===== src/rtl/ladybird_axi_pkg.sv =====
// Shared AXI encodings for the ladybird bus: burst types, response codes
// and the AxSIZE helper used by initiators.
package ladybird_axi_pkg;

  localparam logic [1:0] BURST_FIXED = 2'b00;
  localparam logic [1:0] BURST_INCR  = 2'b01;
  localparam logic [1:0] BURST_WRAP  = 2'b10;

  localparam logic [1:0] RESP_OKAY   = 2'b00;
  localparam logic [1:0] RESP_EXOKAY = 2'b01;
  localparam logic [1:0] RESP_SLVERR = 2'b10;
  localparam logic [1:0] RESP_DECERR = 2'b11;

  typedef logic [1:0] axi_resp_t;

  // AxSIZE encoding is log2 of the beat width in bytes.
  function automatic logic [2:0] size_of_bytes(input int unsigned nbytes);
    logic [2:0] s;
    s = 3'd0;
    for (int i = 1; i < 8; i++) begin
      if (nbytes >= (32'd1 << i)) s = 3'(i);
    end
    return s;
  endfunction

endpackage


===== src/rtl/ladybird_axi_interface.sv =====
// Ladybird AXI bundle (no ID return channels); master drives requests,
// slave drives ready/response signals.
interface ladybird_axi_interface #(
  parameter int AXI_ADDR_W = 32,
  parameter int AXI_DATA_W = 32,
  parameter int AXI_ID_W   = 4
);

  logic [AXI_ID_W-1:0]     arid;
  logic [AXI_ADDR_W-1:0]   araddr;
  logic [7:0]              arlen;
  logic [2:0]              arsize;
  logic [1:0]              arburst;
  logic                    arlock;
  logic [3:0]              arcache;
  logic [2:0]              arprot;
  logic [3:0]              arqos;
  logic                    arvalid;
  logic                    arready;

  logic [AXI_DATA_W-1:0]   rdata;
  logic [1:0]              rresp;
  logic                    rlast;
  logic                    rvalid;
  logic                    rready;

  logic [AXI_ID_W-1:0]     awid;
  logic [AXI_ADDR_W-1:0]   awaddr;
  logic [7:0]              awlen;
  logic [2:0]              awsize;
  logic [1:0]              awburst;
  logic                    awlock;
  logic [3:0]              awcache;
  logic [2:0]              awprot;
  logic [3:0]              awqos;
  logic                    awvalid;
  logic                    awready;

  logic [AXI_DATA_W-1:0]   wdata;
  logic [AXI_DATA_W/8-1:0] wstrb;
  logic                    wlast;
  logic                    wvalid;
  logic                    wready;

  logic [1:0]              bresp;
  logic                    bvalid;
  logic                    bready;

  modport master (
    output arid, araddr, arlen, arsize, arburst, arlock, arcache, arprot, arqos, arvalid,
    input  arready,
    input  rdata, rresp, rlast, rvalid,
    output rready,
    output awid, awaddr, awlen, awsize, awburst, awlock, awcache, awprot, awqos, awvalid,
    input  awready,
    output wdata, wstrb, wlast, wvalid,
    input  wready,
    input  bresp, bvalid,
    output bready
  );

  modport slave (
    input  arid, araddr, arlen, arsize, arburst, arlock, arcache, arprot, arqos, arvalid,
    output arready,
    output rdata, rresp, rlast, rvalid,
    input  rready,
    input  awid, awaddr, awlen, awsize, awburst, awlock, awcache, awprot, awqos, awvalid,
    output awready,
    input  wdata, wstrb, wlast, wvalid,
    output wready,
    output bresp, bvalid,
    input  bready
  );

endinterface


===== src/rtl/ladybird_axi_master.sv =====
// Cache-line AXI initiator: turns one line read/write request into a single
// INCR burst and reports completion with an accumulated error flag.
module ladybird_axi_master
  import ladybird_axi_pkg::*;
#(
  parameter int LINE_W     = 128,
  parameter int AXI_ID     = 0,
  parameter int AXI_ADDR_W = 32,
  parameter int AXI_DATA_W = 32,
  parameter int AXI_ID_W   = 4
) (
  input  logic                    clk,
  input  logic                    rst,
  input  logic                    req_valid,
  output logic                    req_ready,
  input  logic                    req_we,
  input  logic [AXI_ADDR_W-1:0]   req_addr,
  input  logic [LINE_W-1:0]       req_wdata,
  input  logic [LINE_W/8-1:0]     req_wstrb,
  output logic                    resp_valid,
  output logic                    resp_we,
  output logic [LINE_W-1:0]       resp_data,
  output logic                    resp_error,
  ladybird_axi_interface.master   axi
);

  localparam int BEATS  = LINE_W / AXI_DATA_W;
  localparam int STRB_W = AXI_DATA_W / 8;
  localparam int IDX_W  = (BEATS > 1) ? $clog2(BEATS) : 1;
  localparam int CNT_W  = $clog2(BEATS + 1);
  localparam logic [CNT_W-1:0]      CNT_LAST  = CNT_W'(BEATS - 1);
  localparam logic [CNT_W-1:0]      CNT_END   = CNT_W'(BEATS);
  localparam logic [AXI_ADDR_W-1:0] LINE_MASK = AXI_ADDR_W'(LINE_W / 8 - 1);

  localparam logic [2:0] ST_IDLE = 3'd0;
  localparam logic [2:0] ST_AR   = 3'd1;
  localparam logic [2:0] ST_R    = 3'd2;
  localparam logic [2:0] ST_AW   = 3'd3;
  localparam logic [2:0] ST_W    = 3'd4;
  localparam logic [2:0] ST_B    = 3'd5;
  localparam logic [2:0] ST_RESP = 3'd6;

  logic [2:0]            state_q, state_d;
  logic [CNT_W-1:0]      cnt_q, cnt_d;
  logic                  err_q, err_d;
  logic                  we_q;
  logic [AXI_ADDR_W-1:0] addr_q;
  logic [LINE_W-1:0]     resp_data_q;
  logic [AXI_DATA_W-1:0] data_q [BEATS];
  logic [STRB_W-1:0]     strb_q [BEATS];
  logic [LINE_W-1:0]     rd_line;
  logic [IDX_W-1:0]      idx;
  logic                  req_fire;
  logic                  r_fire;

  assign idx      = cnt_q[IDX_W-1:0];
  assign req_fire = (state_q == ST_IDLE) && req_valid;
  assign r_fire   = (state_q == ST_R) && axi.rvalid;

  always_comb begin
    state_d = state_q;
    cnt_d   = cnt_q;
    err_d   = err_q;
    case (state_q)
      ST_IDLE: begin
        cnt_d = '0;
        err_d = 1'b0;
        if (req_valid) state_d = req_we ? ST_AW : ST_AR;
      end
      ST_AR: if (axi.arready) state_d = ST_R;
      ST_R: begin
        if (axi.rvalid) begin
          // rlast must coincide exactly with the final expected beat.
          if (axi.rresp != RESP_OKAY) err_d = 1'b1;
          if (axi.rlast != (cnt_q == CNT_LAST)) err_d = 1'b1;
          if (cnt_q < CNT_END) cnt_d = cnt_q + 1'b1;
          if (axi.rlast) state_d = ST_RESP;
        end
      end
      ST_AW: if (axi.awready) state_d = ST_W;
      ST_W: begin
        if (axi.wready) begin
          if (cnt_q == CNT_LAST) state_d = ST_B;
          else                   cnt_d   = cnt_q + 1'b1;
        end
      end
      ST_B: begin
        if (axi.bvalid) begin
          if (axi.bresp != RESP_OKAY) err_d = 1'b1;
          state_d = ST_RESP;
        end
      end
      ST_RESP: begin
        state_d = ST_IDLE;
        cnt_d   = '0;
        err_d   = 1'b0;
      end
      default: state_d = ST_IDLE;
    endcase
  end

  // Merge the incoming beat into the buffered line so the completed read
  // can be published in one step.
  always_comb begin
    rd_line = '0;
    for (int b = 0; b < BEATS; b++) begin
      rd_line[b*AXI_DATA_W +: AXI_DATA_W] = (cnt_q == CNT_W'(b)) ? axi.rdata : data_q[b];
    end
  end

  always_ff @(posedge clk or posedge rst) begin
    if (rst) begin
      state_q     <= ST_IDLE;
      cnt_q       <= '0;
      err_q       <= 1'b0;
      we_q        <= 1'b0;
      addr_q      <= '0;
      resp_data_q <= '0;
    end else begin
      state_q <= state_d;
      cnt_q   <= cnt_d;
      err_q   <= err_d;
      if (req_fire) begin
        we_q   <= req_we;
        addr_q <= req_addr & ~LINE_MASK;
      end
      if (r_fire && axi.rlast) resp_data_q <= rd_line;
    end
  end

  // Line buffer: holds write beats, then collects read beats.
  always_ff @(posedge clk) begin
    if (req_fire) begin
      for (int b = 0; b < BEATS; b++) begin
        data_q[b] <= req_wdata[b*AXI_DATA_W +: AXI_DATA_W];
        strb_q[b] <= req_wstrb[b*STRB_W +: STRB_W];
      end
    end else if (r_fire && (cnt_q < CNT_END)) begin
      data_q[idx] <= axi.rdata;
    end
  end

  assign req_ready  = (state_q == ST_IDLE);
  assign resp_valid = (state_q == ST_RESP);
  assign resp_we    = we_q;
  assign resp_error = err_q;
  assign resp_data  = resp_data_q;

  assign axi.arid    = AXI_ID_W'(AXI_ID);
  assign axi.araddr  = addr_q;
  assign axi.arlen   = 8'(BEATS - 1);
  assign axi.arsize  = size_of_bytes(STRB_W);
  assign axi.arburst = BURST_INCR;
  assign axi.arlock  = 1'b0;
  assign axi.arcache = 4'd0;
  assign axi.arprot  = 3'd0;
  assign axi.arqos   = 4'd0;
  assign axi.arvalid = (state_q == ST_AR);
  assign axi.rready  = (state_q == ST_R);

  assign axi.awid    = AXI_ID_W'(AXI_ID);
  assign axi.awaddr  = addr_q;
  assign axi.awlen   = 8'(BEATS - 1);
  assign axi.awsize  = size_of_bytes(STRB_W);
  assign axi.awburst = BURST_INCR;
  assign axi.awlock  = 1'b0;
  assign axi.awcache = 4'd0;
  assign axi.awprot  = 3'd0;
  assign axi.awqos   = 4'd0;
  assign axi.awvalid = (state_q == ST_AW);

  assign axi.wvalid  = (state_q == ST_W);
  assign axi.wdata   = data_q[idx];
  assign axi.wstrb   = strb_q[idx];
  assign axi.wlast   = (cnt_q == CNT_LAST);
  assign axi.bready  = (state_q == ST_B);

endmodule


===== src/flat_wrapper.sv =====
// flat-port wrapper written by rule: the top's interface ports become plain ports
module ladybird_axi_master_flat import ladybird_axi_pkg::*;
#(
  parameter int LINE_W     = 128,
  parameter int AXI_ID     = 0,
  parameter int AXI_ADDR_W = 32,
  parameter int AXI_DATA_W = 32,
  parameter int AXI_ID_W   = 4
)
  (clk, rst, req_valid, req_ready, req_we, req_addr, req_wdata, req_wstrb, resp_valid, resp_we, resp_data, resp_error, axi_arid, axi_araddr, axi_arlen, axi_arsize, axi_arburst, axi_arlock, axi_arcache, axi_arprot, axi_arqos, axi_arvalid, axi_arready, axi_rdata, axi_rresp, axi_rlast, axi_rvalid, axi_rready, axi_awid, axi_awaddr, axi_awlen, axi_awsize, axi_awburst, axi_awlock, axi_awcache, axi_awprot, axi_awqos, axi_awvalid, axi_awready, axi_wdata, axi_wstrb, axi_wlast, axi_wvalid, axi_wready, axi_bresp, axi_bvalid, axi_bready);
  ladybird_axi_interface #(.AXI_ADDR_W(AXI_ADDR_W), .AXI_DATA_W(AXI_DATA_W), .AXI_ID_W(AXI_ID_W)) axi_i ();
  input  logic clk;
  input  logic rst;
  input  logic req_valid;
  output logic req_ready;
  input  logic req_we;
  input  logic [AXI_ADDR_W-1:0] req_addr;
  input  logic [LINE_W-1:0] req_wdata;
  input  logic [LINE_W/8-1:0] req_wstrb;
  output logic resp_valid;
  output logic resp_we;
  output logic [LINE_W-1:0] resp_data;
  output logic resp_error;
  output wire logic [$bits(axi_i.arid)-1:0] axi_arid;
  output wire logic [$bits(axi_i.araddr)-1:0] axi_araddr;
  output wire logic [$bits(axi_i.arlen)-1:0] axi_arlen;
  output wire logic [$bits(axi_i.arsize)-1:0] axi_arsize;
  output wire logic [$bits(axi_i.arburst)-1:0] axi_arburst;
  output wire logic [$bits(axi_i.arlock)-1:0] axi_arlock;
  output wire logic [$bits(axi_i.arcache)-1:0] axi_arcache;
  output wire logic [$bits(axi_i.arprot)-1:0] axi_arprot;
  output wire logic [$bits(axi_i.arqos)-1:0] axi_arqos;
  output wire logic [$bits(axi_i.arvalid)-1:0] axi_arvalid;
  input wire logic [$bits(axi_i.arready)-1:0] axi_arready;
  input wire logic [$bits(axi_i.rdata)-1:0] axi_rdata;
  input wire logic [$bits(axi_i.rresp)-1:0] axi_rresp;
  input wire logic [$bits(axi_i.rlast)-1:0] axi_rlast;
  input wire logic [$bits(axi_i.rvalid)-1:0] axi_rvalid;
  output wire logic [$bits(axi_i.rready)-1:0] axi_rready;
  output wire logic [$bits(axi_i.awid)-1:0] axi_awid;
  output wire logic [$bits(axi_i.awaddr)-1:0] axi_awaddr;
  output wire logic [$bits(axi_i.awlen)-1:0] axi_awlen;
  output wire logic [$bits(axi_i.awsize)-1:0] axi_awsize;
  output wire logic [$bits(axi_i.awburst)-1:0] axi_awburst;
  output wire logic [$bits(axi_i.awlock)-1:0] axi_awlock;
  output wire logic [$bits(axi_i.awcache)-1:0] axi_awcache;
  output wire logic [$bits(axi_i.awprot)-1:0] axi_awprot;
  output wire logic [$bits(axi_i.awqos)-1:0] axi_awqos;
  output wire logic [$bits(axi_i.awvalid)-1:0] axi_awvalid;
  input wire logic [$bits(axi_i.awready)-1:0] axi_awready;
  output wire logic [$bits(axi_i.wdata)-1:0] axi_wdata;
  output wire logic [$bits(axi_i.wstrb)-1:0] axi_wstrb;
  output wire logic [$bits(axi_i.wlast)-1:0] axi_wlast;
  output wire logic [$bits(axi_i.wvalid)-1:0] axi_wvalid;
  input wire logic [$bits(axi_i.wready)-1:0] axi_wready;
  input wire logic [$bits(axi_i.bresp)-1:0] axi_bresp;
  input wire logic [$bits(axi_i.bvalid)-1:0] axi_bvalid;
  output wire logic [$bits(axi_i.bready)-1:0] axi_bready;
  assign axi_arid = axi_i.arid;
  assign axi_araddr = axi_i.araddr;
  assign axi_arlen = axi_i.arlen;
  assign axi_arsize = axi_i.arsize;
  assign axi_arburst = axi_i.arburst;
  assign axi_arlock = axi_i.arlock;
  assign axi_arcache = axi_i.arcache;
  assign axi_arprot = axi_i.arprot;
  assign axi_arqos = axi_i.arqos;
  assign axi_arvalid = axi_i.arvalid;
  assign axi_i.arready = axi_arready;
  assign axi_i.rdata = axi_rdata;
  assign axi_i.rresp = axi_rresp;
  assign axi_i.rlast = axi_rlast;
  assign axi_i.rvalid = axi_rvalid;
  assign axi_rready = axi_i.rready;
  assign axi_awid = axi_i.awid;
  assign axi_awaddr = axi_i.awaddr;
  assign axi_awlen = axi_i.awlen;
  assign axi_awsize = axi_i.awsize;
  assign axi_awburst = axi_i.awburst;
  assign axi_awlock = axi_i.awlock;
  assign axi_awcache = axi_i.awcache;
  assign axi_awprot = axi_i.awprot;
  assign axi_awqos = axi_i.awqos;
  assign axi_awvalid = axi_i.awvalid;
  assign axi_i.awready = axi_awready;
  assign axi_wdata = axi_i.wdata;
  assign axi_wstrb = axi_i.wstrb;
  assign axi_wlast = axi_i.wlast;
  assign axi_wvalid = axi_i.wvalid;
  assign axi_i.wready = axi_wready;
  assign axi_i.bresp = axi_bresp;
  assign axi_i.bvalid = axi_bvalid;
  assign axi_bready = axi_i.bready;
  ladybird_axi_master #(.LINE_W(LINE_W), .AXI_ID(AXI_ID), .AXI_ADDR_W(AXI_ADDR_W), .AXI_DATA_W(AXI_DATA_W), .AXI_ID_W(AXI_ID_W)) u_core (.clk(clk), .rst(rst), .req_valid(req_valid), .req_ready(req_ready), .req_we(req_we), .req_addr(req_addr), .req_wdata(req_wdata), .req_wstrb(req_wstrb), .resp_valid(resp_valid), .resp_we(resp_we), .resp_data(resp_data), .resp_error(resp_error), .axi(axi_i));
endmodule

===== config.mk =====
export PLATFORM = sky130hd
export DESIGN_NAME = ladybird_axi_master_flat
export DESIGN_NICKNAME = d
export VERILOG_FILES = /design/src/rtl/ladybird_axi_pkg.sv /design/src/rtl/ladybird_axi_interface.sv /design/src/rtl/ladybird_axi_master.sv /design/src/flat_wrapper.sv
export SDC_FILE = /design/constraint.sdc
export NUM_CORES = 1
export LEC_CHECK = 0
export ABC_AREA = 1
export BUFFER_PORTS_ARGS = -buffer_cell sky130_fd_sc_hd__buf_2
export CORE_MARGIN = 2
export CORE_UTILIZATION = 25
export DETAILED_ROUTE_END_ITERATION = 8
export PLACE_DENSITY = 0.49
export REMOVE_ABC_BUFFERS = 1
export SLEW_MARGIN = 25
export SYNTH_ARGS = -nofsm -noshare
export SYNTH_HDL_FRONTEND = slang
export SYNTH_SLANG_ARGS = --single-unit

===== constraint.sdc =====
create_clock -name clk -period 10.2 [get_ports clk]
set_input_delay 2.55 -clock clk [delete_from_list [all_inputs] [get_ports clk]]
set_output_delay 2.55 -clock clk [all_outputs]
set_load 0.05 [all_outputs]

==> results.sh <==
export IMPL_powerDensity_mw_per_mm2=370
export IMPL_setup_violations=0
export IMPL_pin_count=518
export IMPL_final_common_cell="nand2_1"
export IMPL_period_minus_slack_ps=5990
export IMPL_cap_violations=0
export IMPL_finalHoldViolations=0
export IMPL_synth_distinct_cells=28
export IMPL_final_cell_mix="nand2_1 (1,066), buf_2 (447), dfrtp_1 (163), edfxtp_1 (144), o21ai_0 (112)"
export IMPL_grt_pass1_wl_mm=92.1
export IMPL_wirelength_mm=63.1
export IMPL_timing_fmax_mhz=167
export IMPL_critPathKind="reg2out"
export IMPL_finalPower_mw=7.25
export IMPL_yosysSeqAreaShare_pct=53.8
export IMPL_post_drt_via_cell_ratio=4.53
export IMPL_dp_hpwl_mm=39.9
export IMPL_fin_cells=3198
export IMPL_drive_gt1_share_pct=23.8
export IMPL_setup_tns_ps=0
export IMPL_postSynthAreaPerCell_um2=8.00
export IMPL_netlist_area_mm2=0.0157
export IMPL_dieArea_mm2=0.0647
export IMPL_slowest_stage="dfrtp_2"
export IMPL_finalCritPeriodShare_pct=58.8
export IMPL_cts_tree="done"
export IMPL_holdPathStages=2
export IMPL_rsz0062_at_grt="false"
export IMPL_die_y_um=254
export IMPL_arrival_ps=3440
export IMPL_holdPathEnd="u_core.resp_data[8]$_DFFE_PP0P_"
export IMPL_status="complete, no violations"
export IMPL_leakage_nw=10.4
export IMPL_post_cts_setup_buffers=0
export IMPL_syn_to_final_growth_pct=24.9
export IMPL_postPlaceCellArea_mm2=0.0182
export IMPL_cts_sinks=308
export IMPL_initial_core_util_pct=25.3
export IMPL_ir_drop_uv=169
export IMPL_setup_slack_ps=4210
export IMPL_ant_nets=0
export IMPL_clock_latency_ps=550
export IMPL_slew_violations=0
export IMPL_grt_pass1_vias=14400
export IMPL_r2r_end="resp_data[125]$_DFFE_PP0P_"
export IMPL_async_reset_ff_share_pct=53.2
export IMPL_htreeDepth=2
export IMPL_netlist_top_cells_area="edfxtp_1 (28%), dfrtp_1 (26%), nand2_1 (26%), buf_4 (4.6%), o21ai_0 (3.6%)"
export IMPL_rows=91
export IMPL_via_count=14500
export IMPL_die_x_um=254
export IMPL_critPathRequiredTime_ps=7650
export IMPL_yosys_warnings=0
export IMPL_final_nets=2553
export IMPL_endpoint_kind="output port"
export IMPL_drt_iter0_drc=1211
export IMPL_synthCells=1959
export IMPL_gp_congestion=0.842
export IMPL_dp_cells=3124
export IMPL_crit_path_start_kind="flip-flop"
export IMPL_slowest_delay_ps=700
export IMPL_postCtsHoldBufs=0
export IMPL_worst_hold_slack_ps=473
export IMPL_cts_root_buffer="clkbuf_16"
export IMPL_globalRouteOverflowTotal=0
export IMPL_worst_pin_slew_ps=1030
export IMPL_finClkSkew_ps=8.06
export IMPL_route_detailed_drc=0
export IMPL_r2r_slack_ps=6390
export IMPL_clkTransAtPathRegs_ps=60
export IMPL_reg2reg_depth=9
export IMPL_slew_headroom_pct=31.3
export IMPL_grt_max_degree=107
export IMPL_r2r_start="u_core.cnt_q[0]$_DFFE_PP0P_"
export IMPL_worstPathMaxFanout=23
export IMPL_cts_resized=0
export IMPL_cts_buffers_inserted=40
export IMPL_antenna_found_initial=3
export IMPL_synth_top_area_cell="edfxtp_1"
export IMPL_grt_use_total_pct=19.3
export IMPL_synth_edf_count=144
export IMPL_cpMostUsedCell="buf_4"
export IMPL_core_area_mm2=0.0618
export IMPL_post_drt_wl_per_cell_um=19.7
export IMPL_first_pass_iters=6
export IMPL_pre_cts_slack_ps=4410
export IMPL_yosysTopAreaCellShare_pct=27.6
export IMPL_final_util_pct=31.7
export IMPL_design_area_mm2=0.0196
export IMPL_nFillCells=6731
export IMPL_synthFlopType="dfrtp_1"
export IMPL_clockBufferDepth=3
export IMPL_crit_chain="buf_4 -> nor2_4 -> buf_4 -> a22oi_1 -> o21ai_0 -> buf_2"
export IMPL_hp_start="u_core.resp_data[8]$_DFFE_PP0P_"
export IMPL_io_buffers=447
export IMPL_synth_seq_cells=308
export IMPL_hp_class="reg2reg"
-- layer usage --
layer	wire [µm]	share of wire, %	global-route usage [%]	vias up
met5	14	0.022	0	-
met4	1650	2.6	5.98	2
met3	3870	6.1	2.93	98
met2	30700	49	32.8	539
met1	26800	43	25.2	7015
li1	-	-	-	6832
-- state kept, by name (all words and copies together), names as in the netlist --
register / flops
u_core.data_q: 128
u_core.resp_we: 1
u_core.axi.araddr: 28
u_core.resp_data: 31
u_core.strb_q: 16
u_core.resp_error: 1
resp_data: 97
u_core.cnt_q: 3
u_core.state_q: 3
-- worst max-delay path by stage --
stage	cells past startpoint	from	end	slack [ps]
after floorplan	1	rst	resp_data[100]$_DFFE_PP0P_	3220
after global placement	6	u_core.cnt_q[0]$_DFFE_PP0P_	axi_wdata[1]	4340
after detailed placement	10	axi_rvalid	resp_data[125]$_DFFE_PP0P_	4410
after CTS	6	u_core.cnt_q[0]$_DFFE_PP0P_	axi_wdata[1]	4180
after global routing	6	u_core.cnt_q[0]$_DFFE_PP0P_	axi_wdata[1]	4160
final	6	u_core.cnt_q[0]$_DFFE_PP0P_	axi_wdata[1]	4210
-- cell usage after synthesis (3+ instances only) --
library cell,instances
nand3_1,72
nand2_1,1071
inv_1,47
buf_4,97
edfxtp_1,144
buf_1,4
buf_2,64
o21ai_0,112
inv_2,5
clkbuf_1,40
nor2_2,3
nand3b_1,32
nand4_1,5
dfrtp_1,164
a22oi_1,36
nor2_1,47
-- critical path, delay by kind of cell (launching register included) --
family                 cells  cell delay [ps]
AO/OA/AOI/OAI              2              350
AND/OR/NAND/NOR            1              560
buffers and inverters      3             1220
flip-flops                 1              700
-- cell type report --
cell class / instances / area, µm² / area share [%]
Clock inverter: 17 / 134 / 0.684
Timing Repair Buffer: 469 / 2430 / 12.4
Inverter: 52 / 210 / 1.07
Antenna cell: 3 / 7.51 / 0.0384
Sequential cell: 308 / 8430 / 43.1
Tap cell: 837 / 1050 / 5.35
Clock buffer: 54 / 1170 / 6.00
Multi-Input combinational cell: 1458 / 6140 / 31.4
-- power breakdown --
group / switching (mW) / internal, mW / total [mW]
clock network: 0.580 / 0.834 / 1.41
registers: 0.284 / 1.80 / 2.09
logic: 3.00 / 0.746 / 3.74
total: 3.86 / 3.38 / 7.25
-- logic make-up after synthesis --
| kind of cell | count (synthesis) | share of synthesized area (%) |
|---|---|---|
| adder cells (fa/ha/maj) | 2 | 0.160 |
| AO/OA/AOI/OAI | 153 | 5.50 |
| XOR/XNOR | 1 | 0.0559 |
| AND/OR/NAND/NOR | 1236 | 31.4 |
| other | 2 | 0.0479 |
| buffers and inverters | 257 | 8.99 |
| flip-flops | 308 | 53.8 |
No activity file was read; power rests on OpenSTA's default activity.
